File: src/rtl/captura_jogada.sv
// Move capture front-end: synchronises and debounces the row/column/confirm buttons and emits one encoded move per confirm press.
// Optional auto-confirm on long hold is enabled by defining CAPTURA_JOGADA_AUTO_CONFIRMA_EN.
module captura_jogada #(
  parameter int unsigned DEBOUNCE_CYCLES = 50000,
  parameter int unsigned AUTO_CYCLES     = 100000000
) (
  input  logic       clock,
  input  logic       reset,
  input  logic [7:0] botoesLinha,
  input  logic [7:0] botoesColuna,
  input  logic       confirmar,
  output logic [2:0] jogadaFileira,
  output logic [2:0] jogadaColuna,
  output logic       temJogada,
  output logic       db_invalida,
  output logic [2:0] db_estado
);

  localparam int unsigned NIN  = 17;
  localparam int unsigned DB_W = (DEBOUNCE_CYCLES > 1) ? $clog2(DEBOUNCE_CYCLES) : 1;
  localparam logic [DB_W-1:0] DB_LAST = DB_W'(DEBOUNCE_CYCLES - 1);

  typedef enum logic [2:0] {
    ESPERA      = 3'd0,
    SELECIONADO = 3'd1,
    EMITE       = 3'd2,
    SOLTA       = 3'd3,
    ERRO        = 3'd4
  } state_t;

  if (DEBOUNCE_CYCLES < 1 || AUTO_CYCLES < 1) begin : g_bad_params
    $error("captura_jogada: DEBOUNCE_CYCLES and AUTO_CYCLES must be at least 1");
  end

  // Bit layout of the 17 inputs: [7:0] rows, [15:8] columns, [16] confirm.
  logic [NIN-1:0]  raw;
  logic [NIN-1:0]  sync1_q, sync2_q;
  logic [NIN-1:0]  deb_q, deb_d;
  logic [DB_W-1:0] cnt_q [NIN];
  logic [DB_W-1:0] cnt_d [NIN];
  logic            conf_prev_q, conf_prev_d;
  state_t          state_q, state_d;
  logic [2:0]      fil_q, fil_d;
  logic [2:0]      col_q, col_d;

  logic [7:0] row_deb, col_deb;
  logic       sel_valid;
  logic       conf_edge;
  logic       all_released;
  logic       auto_fire;

  assign raw = {confirmar, botoesColuna, botoesLinha};

  function automatic logic [2:0] enc8(input logic [7:0] v);
    logic [2:0] idx;
    idx = 3'd0;
    for (int i = 0; i < 8; i++) begin
      if (v[i]) idx = 3'(i);
    end
    return idx;
  endfunction

  // A debounced bit flips only once its synchronised input has disagreed
  // for DEBOUNCE_CYCLES consecutive cycles; agreement restarts the count.
  always_comb begin
    deb_d = deb_q;
    for (int i = 0; i < NIN; i++) begin
      cnt_d[i] = '0;
      if (sync2_q[i] != deb_q[i]) begin
        if (cnt_q[i] == DB_LAST) begin
          deb_d[i] = sync2_q[i];
        end else begin
          cnt_d[i] = cnt_q[i] + 1'b1;
        end
      end
    end
  end

  assign row_deb      = deb_q[7:0];
  assign col_deb      = deb_q[15:8];
  assign sel_valid    = ($countones(row_deb) == 1) && ($countones(col_deb) == 1);
  assign conf_edge    = deb_q[16] & ~conf_prev_q;
  assign conf_prev_d  = deb_q[16];
  assign all_released = (deb_q == '0);

`ifdef CAPTURA_JOGADA_AUTO_CONFIRMA_EN
  localparam int unsigned HOLD_W = $clog2(AUTO_CYCLES + 1);
  localparam logic [HOLD_W-1:0] HOLD_LAST = HOLD_W'(AUTO_CYCLES - 1);

  logic [HOLD_W-1:0] hold_q, hold_d;
  logic [15:0]       bus_prev_q;
  logic              bus_changed;

  assign bus_changed = (deb_q[15:0] != bus_prev_q);

  // Counter value equals cycles already spent in SELECIONADO, so the
  // strobe lands exactly AUTO_CYCLES cycles after entry.
  always_comb begin
    hold_d = hold_q;
    if (bus_changed || (state_d == SELECIONADO && state_q != SELECIONADO)) begin
      hold_d = '0;
    end else if (state_q == SELECIONADO && hold_q != HOLD_LAST) begin
      hold_d = hold_q + 1'b1;
    end
  end

  assign auto_fire = (state_q == SELECIONADO) && !bus_changed && (hold_q == HOLD_LAST);

  always_ff @(posedge clock or posedge reset) begin
    if (reset) begin
      hold_q     <= '0;
      bus_prev_q <= '0;
    end else begin
      hold_q     <= hold_d;
      bus_prev_q <= deb_q[15:0];
    end
  end
`else
  assign auto_fire = 1'b0;
`endif

  always_comb begin
    state_d = state_q;
    fil_d   = fil_q;
    col_d   = col_q;
    case (state_q)
      ESPERA: begin
        // A confirm edge arriving together with a valid selection is dropped.
        if (sel_valid) state_d = SELECIONADO;
        else if (conf_edge) state_d = ERRO;
      end
      SELECIONADO: begin
        if (!sel_valid) begin
          state_d = ESPERA;
        end else if (conf_edge || auto_fire) begin
          fil_d   = enc8(row_deb);
          col_d   = enc8(col_deb);
          state_d = EMITE;
        end
      end
      EMITE: state_d = SOLTA;
      SOLTA, ERRO: begin
        if (all_released) state_d = ESPERA;
      end
      default: state_d = ESPERA;
    endcase
  end

  always_ff @(posedge clock or posedge reset) begin
    if (reset) begin
      sync1_q     <= '0;
      sync2_q     <= '0;
      deb_q       <= '0;
      conf_prev_q <= 1'b0;
      state_q     <= ESPERA;
      fil_q       <= '0;
      col_q       <= '0;
      for (int i = 0; i < NIN; i++) cnt_q[i] <= '0;
    end else begin
      sync1_q     <= raw;
      sync2_q     <= sync1_q;
      deb_q       <= deb_d;
      conf_prev_q <= conf_prev_d;
      state_q     <= state_d;
      fil_q       <= fil_d;
      col_q       <= col_d;
      for (int i = 0; i < NIN; i++) cnt_q[i] <= cnt_d[i];
    end
  end

  // Strobe decoded from the state register so reset kills it immediately.
  assign temJogada     = (state_q == EMITE);
  assign db_invalida   = (state_q == ERRO);
  assign db_estado     = state_q;
  assign jogadaFileira = fil_q;
  assign jogadaColuna  = col_q;

endmodule

File: config.mk
export PLATFORM = sky130hd
export DESIGN_NAME = captura_jogada
export DESIGN_NICKNAME = d
export VERILOG_FILES = /design/src/rtl/captura_jogada.sv
export SDC_FILE = /design/constraint.sdc
export NUM_CORES = 1
export LEC_CHECK = 0
export ABC_CLOCK_PERIOD_IN_PS = 14900
export CORE_UTILIZATION = 66
export CTS_CLUSTER_DIAMETER = 100
export DETAILED_ROUTE_END_ITERATION = 16
export HOLD_SLACK_MARGIN = 0.15
export PLACE_DENSITY = 0.84
export SLEW_MARGIN = 20
export SYNTH_ARGS = -nofsm -noshare
export SYNTH_HDL_FRONTEND = slang
export SYNTH_SLANG_ARGS = --single-unit
File: constraint.sdc
create_clock -name clock -period 14.9 [get_ports clock]
set_input_delay 1.49 -clock clock [delete_from_list [all_inputs] [get_ports clock]]
set_output_delay 1.49 -clock clock [all_outputs]
set_load 0.05 [all_outputs]
==> metrics.md, run 1 <==
| Metric | Value |
|---|---|
| Run status | `finished, final reports clean` |
| Number of buffers inserted by hold repair at cts | `0` |
| Net count, final | `roughly 1600` |
| Clock Tree Buf Depth | `3` |
| Worst R2R Path Depth | `12` |
| Synth Flop Type | `dfrtp_1` |
| Wire length of the first global-routing pass | `52800 um` |
| Combinational Power Share | `under 10%` |
| Final weighted congestion in routability-driven placement | `0.838` |
| Layout overhead on the synthesized area | `11.7%` |
| Arrival time reported for the critical path endpoint | `approximately 4.6 ns` |
| Switching power of the nets | `between 400 and 500 uW` |
| Area fraction in compound gates after synthesis | `~1.4%` |
| Half-perimeter wire length after placement | `20000 um` |
| Achievable Freq | `between 0.2 and 0.25 GHz` |
| First-pass iteration count of the detailed router | `5` |
| Number of max-capacitance violations reported | `0` |
| Static leakage power | `just over 7 nW` |
| Post-synthesis share of cell area spent on and, or, nand and nor gates | `24.5%` |
| Count of nets left with antenna violations after detail routing | `0` |
| Synthesized area per cell | `just over 10 um2` |
| Min-Delay Endpoint | `sync2_q[8]` |
| Slew @ Worst Pin | `just over 1 ns` |
| Power Dens Cells | `106 mW/mm2` |
| Synth area leader | `dfrtp_1` |
| Worst setup startpoint | `deb_q[8]` |
| Number of sinks driven by the clock tree | `~330` |
| Endpoints failing setup | `0` |
| Min-delay src | `sync1_q[8]` |
| Fraction of synthesized area in multiplexers | `between 1.5 and 2%` |
| Maximum number of pins on one net before global-route repair | `97` |
| Filler Cells Inserted | `about 1600` |
| Clock slew at reported path FFs | `~0.060 ns` |
| Die boundary width | `~160 um` |
| Cell area after technology mapping | `roughly 0.016 mm2` |
| Final setup slack of the worst path | `approximately 11 ns` |
| Number of warning messages in the yosys log | `0` |
| Portion of total power attributed to sequential cells | `between 50% and 60%` |
| Terminus of the critical flop-to-flop path | `jogadaFileira[1]` |
| Number of vias per cell | `slightly below 6` |
| EDFF count, synth | `0` |
| Final-layout setup total negative slack | `0 ns` |
| Kind of path behind the tightest hold check | `register to register` |
| Setup clock skew after layout | `between 0.01 and 0.015 ns` |
| Count of vias placed by the detailed router | `11200` |
| VDD IR-drop max | `~93 uV` |
| Clock network fraction of total power | `46.6%` |
| I/O pin count | `30` |
| H-tree level count | `2` |
| Cells after Synth | `about 1500` |
| Count of cell types in the netlist | `44` |
| Internal Dissipation | `between 1 and 1.5 mW` |
| Number of design rule violations left after detail routing | `0` |
| FF-to-FF setup slack | `10.66 ns` |
| Data required time at the worst endpoint | `between 15 and 20 ns` |
| Aggregate global-route resource usage | `26.7%` |
| Number of global-route vias before repair | `between 10000 and 15000` |
| Core area | `0.0234 mm2` |
| Num rows | `56` |
| Min cycle time layout | `between 4 and 5 ns` |
| Detailed router's first-iteration violation count | `746` |
| Wire per inst | `approximately 16 um` |
| Final hold violation count | `0` |
| Antenna violations before repair | `0` |
| Number of nets produced by synthesis | `between 1500 and 2000` |
| Initial Utilization | `between 60% and 70%` |
| Final cell area excluding filler cells | `between 0.015 and 0.02 mm2` |
| # resized after CTS | `0` |
| Root buffer selected by CTS | `clkbuf_16` |
| Launch point of the worst reg-to-reg path | `deb_q[8]` |
| IO Port Bufs | `29` |
| Cts bufs inserted | `35` |
| Source-to-sink clock delay at the later pin of the worst-skew pair | `~0.52 ns` |
| Combinational family with the most area after synthesis | `simple AND/OR/NAND/NOR gates` |
| Max Fanout on Critical Path | `7` |
| Part of the cycle the worst path needs | `between 20% and 30%` |
| Total power consumption of the routed design | `between 1.5 and 2 mW` |
| Placed cell area | `between 0.015 and 0.02 mm2` |
| Count of buffers added by post-CTS timing repair for setup | `0` |
| Switching power share of the total | `a little over a fifth` |
| Top area cells in the synthesized netlist | `dfrtp_1 (53%), xnor2_1 (11%), nor2_1 (7.0%), nand3_1 (3.3%), nor4_1 (3.0%)` |
| Setup CP Type | `register to register` |
| Total Routed Length | `just over 30000 um` |
| Post-synthesis share of cell area spent on xor and xnor gates | `between 10% and 20%` |
| Setup repair after global routing missed its margin | `false` |
| Crit path capture type | `register` |
| Proportion of synthesized chip area in sequential cells | `between 50 and 60%` |
| Ratio of cells with drive above 1 in the final layout | `a little under 6%` |
| Slew headroom | `31.7%` |
| Max-slew violations | `0` |
| Fraction of synthesis flops using an asynchronous set or reset pin | `100%` |
| Hold slack final | `roughly 0.35 ns` |
| Die height | `between 150 and 200 um` |
| Fraction of synthesized cell area taken by the top area cell type | `a little over half` |
| Post-synthesis sequential element count | `approximately 330` |
| Minimum setup slack after placement | `approximately 10 ns` |
| Number of diodes | `0` |
| GRT Residual Overflow | `0` |
| TritonCTS clock tree | `done` |
| Floorplan die area | `~0.024 mm2` |
| Worst hold path stage count | `0` |
| Synth Area in Adders | `between 3 and 4%` |
| Critical path startpoint category | `register` |
[power groups by stage]
| stage | clock network [mW] | logic, mW | registers, mW |
|---|---|---|---|
| global placement | 0 | 0.0551 | 0.950 |
| floorplan | 0 | 0.0394 | 0.948 |
| finish | 0.864 | 0.0569 | 0.935 |
| CTS | 0.877 | 0.0579 | 0.935 |
| detailed placement | 0 | 0.0569 | 0.951 |
| global route | 0.913 | 0.0656 | 0.937 |
[state kept, by name, indices dropped and copies added (netlist names)]
signal	cells
cnt_q	272
conf_prev_q	1
db_estado	3
deb_q	17
sync2_q	17
jogadaFileira	3
jogadaColuna	3
sync1_q	17
[critical path: stages, from the launching register on]
cell and delay [ns]:
dfrtp_1 0.38, inv_1 0.09, fa_1 0.59, fa_1 0.43
fa_1 0.45, inv_1 0.07, ha_1 0.16, inv_1 0.06
fa_1 0.49, nand4_1 0.09, a211o_1 0.29, nor4_4 0.63
mux2_2 0.41
[synth_stat cells, types with 3 or more instances]
cell        n
and4b_1     3
xnor2_1   197
nand3_1   103
nand2_1    57
or4_1       8
ha_1       25
nor3_1     66
a31oi_1     4
nor4b_1    11
and3_1     30
nor2_1    292
inv_1      84
fa_1        8
o21ai_0     4
o31ai_1     4
dfrtp_1   333
or2_2       4
nor4_1     76
a21oi_1     7
nor4bb_1   25
xor2_1     51
nand4_1    72
mux2_2     21
clkbuf_1   16
or3_1       3
[cells by family (layout without fill, tap and decap cells)]
kind of cell,after synthesis,after routing
xor gates and xnor gates,248,248
AOI/OAI and AO/OA,30,30
DFF,333,333
and+or+nand+nor,761,761
adders and majority gates,33,33
muxes,23,23
buffers and inverters,102,178
[per-stage QoR]
step           cells  utilization [%]
2_1_floorplan   1530                -
3_3_place_gp    1865             69.9
3_5_place_dp    1865             69.9
4_1_cts         1924             74.8
5_1_grt         1925             74.9
6_report        1925             74.9
[metal layers]
metal / global-route usage (%) / vias up / routed length [um]
met1: 35.1 / 5562 / 13400
met5: 0 / - / 0
li1: - / 5372 / -
met4: 8.22 / 0 / 742
met2: 45.0 / 221 / 15300
met3: 5.06 / 61 / 1250
[area by class of cell]
class	count	area, um2	share of cell area [%]
Sequential cell	333	8330	47.5
Tap cell	319	399	2.28
Multi-Input combinational cell	1095	6970	39.8
Clock inverter	8	76.3	0.435
Timing Repair Buffer	35	348	1.98
Clock buffer	51	1080	6.15
Inverter	84	323	1.84
[cells in the final DEF, fill, tap and decap left out, drive strengths merged, types with 30 or more instances in the layout]
cell type and instances:
inv 84, nor3 66, xnor2 197, nor2 292, xor2 51, nand4 72
nand2 57, dfrtp 333, and3 30, clkbuf 51, nand3 103, nor4 77
[worst max-delay path by stage]
stage | cells past startpoint | endpoint
2_1_floorplan | 1 | cnt_q[0]
3_3_place_gp | 4 | deb_q[4]
3_5_place_dp | 4 | cnt_q[231]
4_1_cts | 12 | jogadaFileira[1]
5_1_grt | 12 | jogadaFileira[1]
6_report | 12 | jogadaFileira[1]
Note: power is estimated with default switching activity, not from simulation.
==> run 2: changes to the inputs <==
--- a/config.mk
+++ b/config.mk
@@ -5,12 +5,12 @@
 export SDC_FILE = /design/constraint.sdc
 export NUM_CORES = 1
 export LEC_CHECK = 0
-export ABC_CLOCK_PERIOD_IN_PS = 14900
-export CORE_UTILIZATION = 66
+export ABC_CLOCK_PERIOD_IN_PS = 3980
+export CORE_UTILIZATION = 63
 export CTS_CLUSTER_DIAMETER = 100
 export DETAILED_ROUTE_END_ITERATION = 16
 export HOLD_SLACK_MARGIN = 0.15
-export PLACE_DENSITY = 0.84
+export PLACE_DENSITY = 0.8
 export SLEW_MARGIN = 20
 export SYNTH_ARGS = -nofsm -noshare
 export SYNTH_HDL_FRONTEND = slang
==> constraint.sdc (replaced) <==
create_clock -name clock -period 3.98 [get_ports clock]
set_input_delay 0.398 -clock clock [delete_from_list [all_inputs] [get_ports clock]]
set_output_delay 0.398 -clock clock [all_outputs]
set_load 0.05 [all_outputs]
==> run 2 against run 1 <==
Worst setup slack worse by 11 ns; sequential share of layout area down 0.65 points; routed wire length fell by 2.7%; via count decreased by 0.24%.
==> metrics.md, run 2 (synthesis results as in run 1) <==
| Metric | Value |
|---|---|
| Die boundary width | `160 um (+2.3%)` |
| Net count, final | `1654 (+1.1%)` |
| Part of the cycle the worst path needs | `99.6% (+71 points)` |
| Dominant delay contributor by cell family on the critical path | `adder cells` |
| Wire per inst | `15.3 um (-4.0%)` |
| Ratio of cells with drive above 1 in the final layout | `7.68% (+1.8 points)` |
| Register with the most flip-flops | `cnt_q` |
| IO Port Bufs | `29 (unchanged)` |
| Run status | `finished, final reports clean` |
| Terminus of the critical flop-to-flop path | `jogadaFileira[1]` |
| Clock slew at reported path FFs | `0.06 ns (about the same)` |
| Max-slew violations | `0 (unchanged)` |
| Count of vias placed by the detailed router | `11200 (-0.24%)` |
| Number of max-capacitance violations reported | `0 (unchanged)` |
| Arrival time reported for the critical path endpoint | `4.36 ns (-0.28 ns)` |
| Launch point of the worst reg-to-reg path | `deb_q[1]` |
| VDD IR-drop max | `346 uV (+270%)` |
| Most prevalent standard cell on the critical path | `fa_1` |
| Ordered cell list for the critical path | `inv_2 -> fa_1 -> fa_1 -> fa_1 -> inv_1 -> ha_2 -> inv_1 -> fa_1 -> nand4_1 -> a211o_1 -> nor4_4 -> buf_4 -> mux2_2` |
| Worst R2R Path Depth | `13 (+1)` |
| Min-Delay Endpoint | `sync1_q[16]` |
| Final weighted congestion in routability-driven placement | `0.883 (+5.4%)` |
| Antenna violations before repair | `0 (unchanged)` |
| Layout overhead on the synthesized area | `13.3%` |
| Initial Utilization | `64.3% (-2.7 points)` |
| Number of diodes | `0 (unchanged)` |
| H-tree level count | `2 (unchanged)` |
| Data required time at the worst endpoint | `4.38 ns (-10.92 ns)` |
| Max FFs per register | `272 (unchanged)` |
| Setup clock skew after layout | `0.0122 ns (-0.00167 ns)` |
| Number of buffers inserted by hold repair at cts | `0 (unchanged)` |
| Most common cell after layout, fill and taps aside | `dfrtp_1` |
| Aggregate global-route resource usage | `24.3% (-2.4 points)` |
| Static leakage power | `7.25 nW (+1.9%)` |
| Die height | `160 um (+2.3%)` |
| First-pass iteration count of the detailed router | `5 (unchanged)` |
| Crit path capture type | `register` |
| Number of design rule violations left after detail routing | `0 (unchanged)` |
| TritonCTS clock tree | `done` |
| FF-to-FF setup slack | `0.02 ns (-10.64 ns)` |
| Wire length of the first global-routing pass | `51800 um (-1.9%)` |
| Utilization after layout | `72.9% (-2.0 points)` |
| Min cycle time layout | `3.96 ns (-0.277 ns)` |
| Number of global-route vias before repair | `11000 (-1.5%)` |
| Leading cell types in the layout, fill and taps excluded | `dfrtp_1 (333), nor2_1 (292), xnor2_1 (197)` |
| Placed cells | `1880 (+0.80%)` |
| Number of vias per cell | `5.73 (-1.6%)` |
| Num rows | `57 (+1.8%)` |
| Number of sinks driven by the clock tree | `333 (unchanged)` |
| Root buffer selected by CTS | `clkbuf_16` |
| Max Fanout on Critical Path | `6 (-1)` |
| Count of nets left with antenna violations after detail routing | `0 (unchanged)` |
| Slowest CP cell | `fa_1` |
| Endpoints failing setup | `0 (unchanged)` |
| GRT Residual Overflow | `0 (unchanged)` |
| Detailed router's first-iteration violation count | `939 (+26%)` |
| Crit-path max cell delay | `0.51 ns (-0.12 ns)` |
| Achievable Freq | `0.252 GHz (+7.0%)` |
| Hold slack final | `0.321 ns (-0.0268 ns)` |
| Source-to-sink clock delay at the later pin of the worst-skew pair | `0.52 ns (about the same)` |
| Buffers and inverters on the worst path | `4 (+1)` |
| Power Dens Cells | `399 mW/mm2 (+280%)` |
| Post-route non-filler standard cell count | `1952 (+1.4%)` |
| Slew headroom | `49.6% (+18 points)` |
| Setup repair after global routing missed its margin | `true` |
| Min-delay src | `confirmar` |
| Core area | `0.0244 mm2 (+4.2%)` |
| Setup CP Type | `register to register` |
| Worst hold path stage count | `1 (+1)` |
| Maximum number of pins on one net before global-route repair | `88 (-9.3%)` |
| Final hold violation count | `0 (unchanged)` |
| Total Routed Length | `29900 um (-2.7%)` |
| Half-perimeter wire length after placement | `19700 um (-1.6%)` |
| Slew @ Worst Pin | `0.754 ns (-0.263 ns)` |
| Clock Tree Buf Depth | `3 (unchanged)` |
| Critical path startpoint category | `register` |
| Cts bufs inserted | `36 (+2.9%)` |
| I/O pin count | `30 (unchanged)` |
| Kind of path behind the tightest hold check | `input port to register` |
| Floorplan die area | `0.0255 mm2 (+4.7%)` |
[run 2: cell count changes in the layout (fill, tap and decap cells not counted), sizes merged]
cell	delta
buf	+17
clkbuf	-6
clkinv	+9
bufinv	+3
clkinvlp	-1
[run 2: timing repair]
action	in CTS	in global routing
setup buffers	2	6
gates resized for setup	2	9
endpoints found under the setup margin	4	6
[run 2: power by group]
group | internal (mW) | switching [mW] | total (mW)
clock | 2.04 | 1.33 | 3.37
combinational | 0.0718 | 0.144 | 0.216
sequential | 3.45 | 0.0551 | 3.50
[run 2: layout make-up]
type                       count  area [um2]
sequential                   333        8330
multi-input combinational   1095        7000
fill                        1720        6620
clock buffer                  45         996
timing repair buffer          52         513
tap                          324         405
inverter                      84         319
clock inverter                19         208
[run 2: routing by layer]
metal	global-route usage [%]	part of all wire (%)	wire length, um
met5	0	0	0
met3	3.32	3.7	1100
met1	33.1	44	13300
met2	40.6	49	14800
met4	8.14	2.6	772
[run 2: worst max-delay path by stage]
| stage | start | endpoint | slack [ns] | cells past startpoint |
|---|---|---|---|---|
| 2_1_floorplan | reset | cnt_q[0] | -0.87 | 1 |
| 3_3_place_gp | deb_q[9] | jogadaFileira[2] | 0.09 | 13 |
| 3_5_place_dp | deb_q[9] | jogadaFileira[2] | 0.04 | 13 |
| 4_1_cts | deb_q[9] | jogadaFileira[1] | 0.003 | 13 |
| 5_1_grt | deb_q[8] | jogadaColuna[1] | -0.11 | 13 |
| 6_report | deb_q[1] | jogadaFileira[1] | 0.02 | 13 |
[run 2: stage by stage]
step	power (mW)	area, um2	setup TNS (ns)	setup WS [ns]
CTS	7.16	17700	0	0.00285
global placement	3.77	16500	0	0.0933
finish	7.09	17800	0	0.0157
global route	7.33	17800	-0.447	-0.111
floorplan	3.70	15700	-288.59	-0.867
detailed placement	3.78	16500	0	0.0357
==> run 3: changes to the inputs <==
--- a/config.mk
+++ b/config.mk
@@ -6,11 +6,11 @@
 export NUM_CORES = 1
 export LEC_CHECK = 0
 export ABC_CLOCK_PERIOD_IN_PS = 3980
-export CORE_UTILIZATION = 63
-export CTS_CLUSTER_DIAMETER = 100
+export CORE_MARGIN = 5
+export CORE_UTILIZATION = 55
 export DETAILED_ROUTE_END_ITERATION = 16
 export HOLD_SLACK_MARGIN = 0.15
-export PLACE_DENSITY = 0.8
+export PLACE_DENSITY = 0.72
 export SLEW_MARGIN = 20
 export SYNTH_ARGS = -nofsm -noshare
 export SYNTH_HDL_FRONTEND = slang
==> run 3 against run 2 <==
Non-clock buffer count shrank 4; sequential share of layout area up 0.066 points; clock power fell by 2%; sequential power about the same; global-route usage shrank 5.2 points; core utilization shrank 9.5 points; sequential cell count unchanged; largest power group unchanged.
==> metrics.md, run 3 (synthesis results as in run 1) <==
| Metric | Value |
|---|---|
| Aggregate global-route resource usage | `19.1% (-5.2 points)` |
| Cts bufs inserted | `37 (+2.8%)` |
| Floorplan die area | `0.0320 mm2 (+25%)` |
| Switching power share of the total | `20.8% (-0.78 points)` |
| Power Dens Cells | `396 mW/mm2 (-0.79%)` |
| Num rows | `61 (+7.0%)` |
| Portion of total power attributed to sequential cells | `49.9% (+0.5 points)` |
| Max Fanout on Critical Path | `5 (-1)` |
| Antenna violations before repair | `0 (unchanged)` |
| Setup clock skew after layout | `0.0102 ns (-0.00196 ns)` |
| Number of diodes | `0 (unchanged)` |
| Layout overhead on the synthesized area | `13.1%` |
| TritonCTS clock tree | `done` |
| Critical path startpoint category | `register` |
| Source-to-sink clock delay at the later pin of the worst-skew pair | `0.50 ns (-0.02 ns)` |
| Wire per inst | `14.8 um (-3.7%)` |
| Total Routed Length | `29500 um (-1.4%)` |
| I/O pin count | `30 (unchanged)` |
| Part of the cycle the worst path needs | `99.2% (-0.44 points)` |
| Slew headroom | `56.1% (+6.4 points)` |
| Clock slew at reported path FFs | `0.06 ns (about the same)` |
| Internal Dissipation | `5.56 mW (about the same)` |
| Core area | `0.0280 mm2 (+15%)` |
| Static leakage power | `7.19 nW (-0.81%)` |
| Data required time at the worst endpoint | `4.36 ns (-0.02 ns)` |
| Half-perimeter wire length after placement | `19600 um (-0.16%)` |
| Leading cell types in the layout, fill and taps excluded | `dfrtp_1 (333), nor2_1 (292), xnor2_1 (197)` |
| Final setup slack of the worst path | `0.0330 ns (+0.0173 ns)` |
| Net count, final | `1651 (-0.18%)` |
| Root buffer selected by CTS | `clkbuf_16` |
| Wire length of the first global-routing pass | `51200 um (-1.0%)` |
| Number of vias per cell | `5.54 (-3.3%)` |
| IO Port Bufs | `29 (unchanged)` |
| Die height | `179 um (+12%)` |
| Run status | `finished, final reports clean` |
| Max-slew violations | `0 (unchanged)` |
| GRT Residual Overflow | `0 (unchanged)` |
| Switching power of the nets | `1.46 mW (-4.5%)` |
| Slew @ Worst Pin | `0.652 ns (-0.102 ns)` |
| Total power consumption of the routed design | `7.02 mW (-0.93%)` |
| Crit path capture type | `register` |
| VDD IR-drop max | `324 uV (-6.3%)` |
| H-tree level count | `2 (unchanged)` |
| Initial Utilization | `56.0% (-8.3 points)` |
| Minimum setup slack after placement | `0.00721 ns (-0.0285 ns)` |
| Setup CP Type | `register to register` |
| Final weighted congestion in routability-driven placement | `0.868 (-1.7%)` |
| Achievable Freq | `0.253 GHz (+0.44%)` |
| First-pass iteration count of the detailed router | `5 (unchanged)` |
| Clock Tree Buf Depth | `3 (unchanged)` |
| Final hold violation count | `0 (unchanged)` |
| Register with the most flip-flops | `cnt_q` |
| Ratio of cells with drive above 1 in the final layout | `6.72% (-0.95 points)` |
| Max FFs per register | `272 (unchanged)` |
| Count of vias placed by the detailed router | `11100 (-1.0%)` |
| Count of nets left with antenna violations after detail routing | `0 (unchanged)` |
| Arrival time reported for the critical path endpoint | `4.33 ns (-0.03 ns)` |
| Number of design rule violations left after detail routing | `0 (unchanged)` |
| Min cycle time layout | `3.95 ns (-0.0173 ns)` |
| Number of max-capacitance violations reported | `0 (unchanged)` |
| Number of sinks driven by the clock tree | `333 (unchanged)` |
| Most common cell after layout, fill and taps aside | `dfrtp_1` |
| Number of global-route vias before repair | `10700 (-3.0%)` |
| Kind of path behind the tightest hold check | `input port to async pin` |
| Die boundary width | `179 um (+12%)` |
| Endpoints failing setup | `0 (unchanged)` |
| Combinational Power Share | `3.0% (about the same)` |
| Detailed router's first-iteration violation count | `538 (-43%)` |
| Setup repair after global routing missed its margin | `true` |
| Clock network fraction of total power | `47.1% (-0.5 points)` |
| Maximum number of pins on one net before global-route repair | `119 (+35%)` |
-- run 3: cell types whose count changed in the layout (fill, tap and decap cells not counted), moves of 2 or more --
cell      before  now
clkinv_2      12    1
buf_4         19   17
buf_12         4    2
clkbuf_8       4    8
clkbuf_1       4   12
-- run 3: worst max-delay path, cell delays in order (launching register included) --
cell     delay (ns)
dfrtp_1        0.35
inv_2          0.05
fa_1           0.49
fa_1           0.53
fa_1           0.41
inv_1          0.07
ha_2           0.18
inv_2          0.04
fa_1           0.48
nand4_1        0.09
a211o_1        0.32
nor4_4         0.28
buf_4          0.20
mux2_2         0.33
-- run 3: worst paths after layout --
check	startpoint	to	slack (ns)	cells after the start
max	deb_q[9]	jogadaFileira[1]	0.03	13
min in group clock	botoesLinha[1]	sync1_q[1]	0.33	1
min reg2reg	sync1_q[13]	sync2_q[13]	0.34	0
max reg2reg	deb_q[9]	jogadaFileira[1]	0.03	13
min	reset	cnt_q[24]	0.25	2
max in group asynchronous	reset	cnt_q[207]	2.75	3
-- run 3: area by class of cell --
cell class,count,area (um2)
fill,2281,10300
sequential,333,8330
multi-input combinational,1095,6990
clock buffer,57,1080
tap,378,473
timing repair buffer,48,458
inverter,84,319
clock inverter,4,95.1
-- run 3: power by group through the flow --
| stage | clock [mW] | sequential (mW) | combinational, mW |
|---|---|---|---|
| 3_5_place_dp | 0 | 3.56 | 0.216 |
| 6_report | 3.31 | 3.50 | 0.210 |
| 2_1_floorplan | 0 | 3.55 | 0.148 |
| 5_1_grt | 3.54 | 3.51 | 0.247 |
| 3_3_place_gp | 0 | 3.56 | 0.212 |
| 4_1_cts | 3.41 | 3.50 | 0.218 |
-- run 3: timing repair --
| action | in CTS | in global routing |
|---|---|---|
| buffers inserted | 2 | 3 |
| gates resized for setup | 0 | 9 |
| pin swaps | 1 | 4 |
| hold buffers | 0 | 0 |
| setup endpoints to repair | 5 | 6 |
-- run 3: through the flow --
| step | utilization (%) | hold slack, ns | TNS, ns | cells | area [um2] |
|---|---|---|---|---|---|
| finish | 63.4 | 0.248 | 0 | 1999 | 17700 |
| CTS | 63.2 | 0.246 | 0 | 1996 | 17700 |
| detailed placement | 59.0 | 0.336 | 0 | 1933 | 16500 |
| global route | 63.4 | 0.273 | -0.476 | 1999 | 17700 |
| floorplan | - | 0.331 | -288.59 | 1530 | 15700 |
| global placement | 59.0 | 0.333 | 0 | 1933 | 16500 |
-- run 3: metal layers --
| metal | wire length, um | vias up | track usage [%] | part of all wire, % |
|---|---|---|---|---|
| li1 | - | 5416 | - | - |
| met1 | 14100 | 5445 | 27.5 | 48 |
| met2 | 13800 | 159 | 30.4 | 47 |
| met3 | 894 | 55 | 2.83 | 3.0 |
| met4 | 730 | 0 | 5.37 | 2.5 |
| met5 | 0 | - | 0 | 0 |
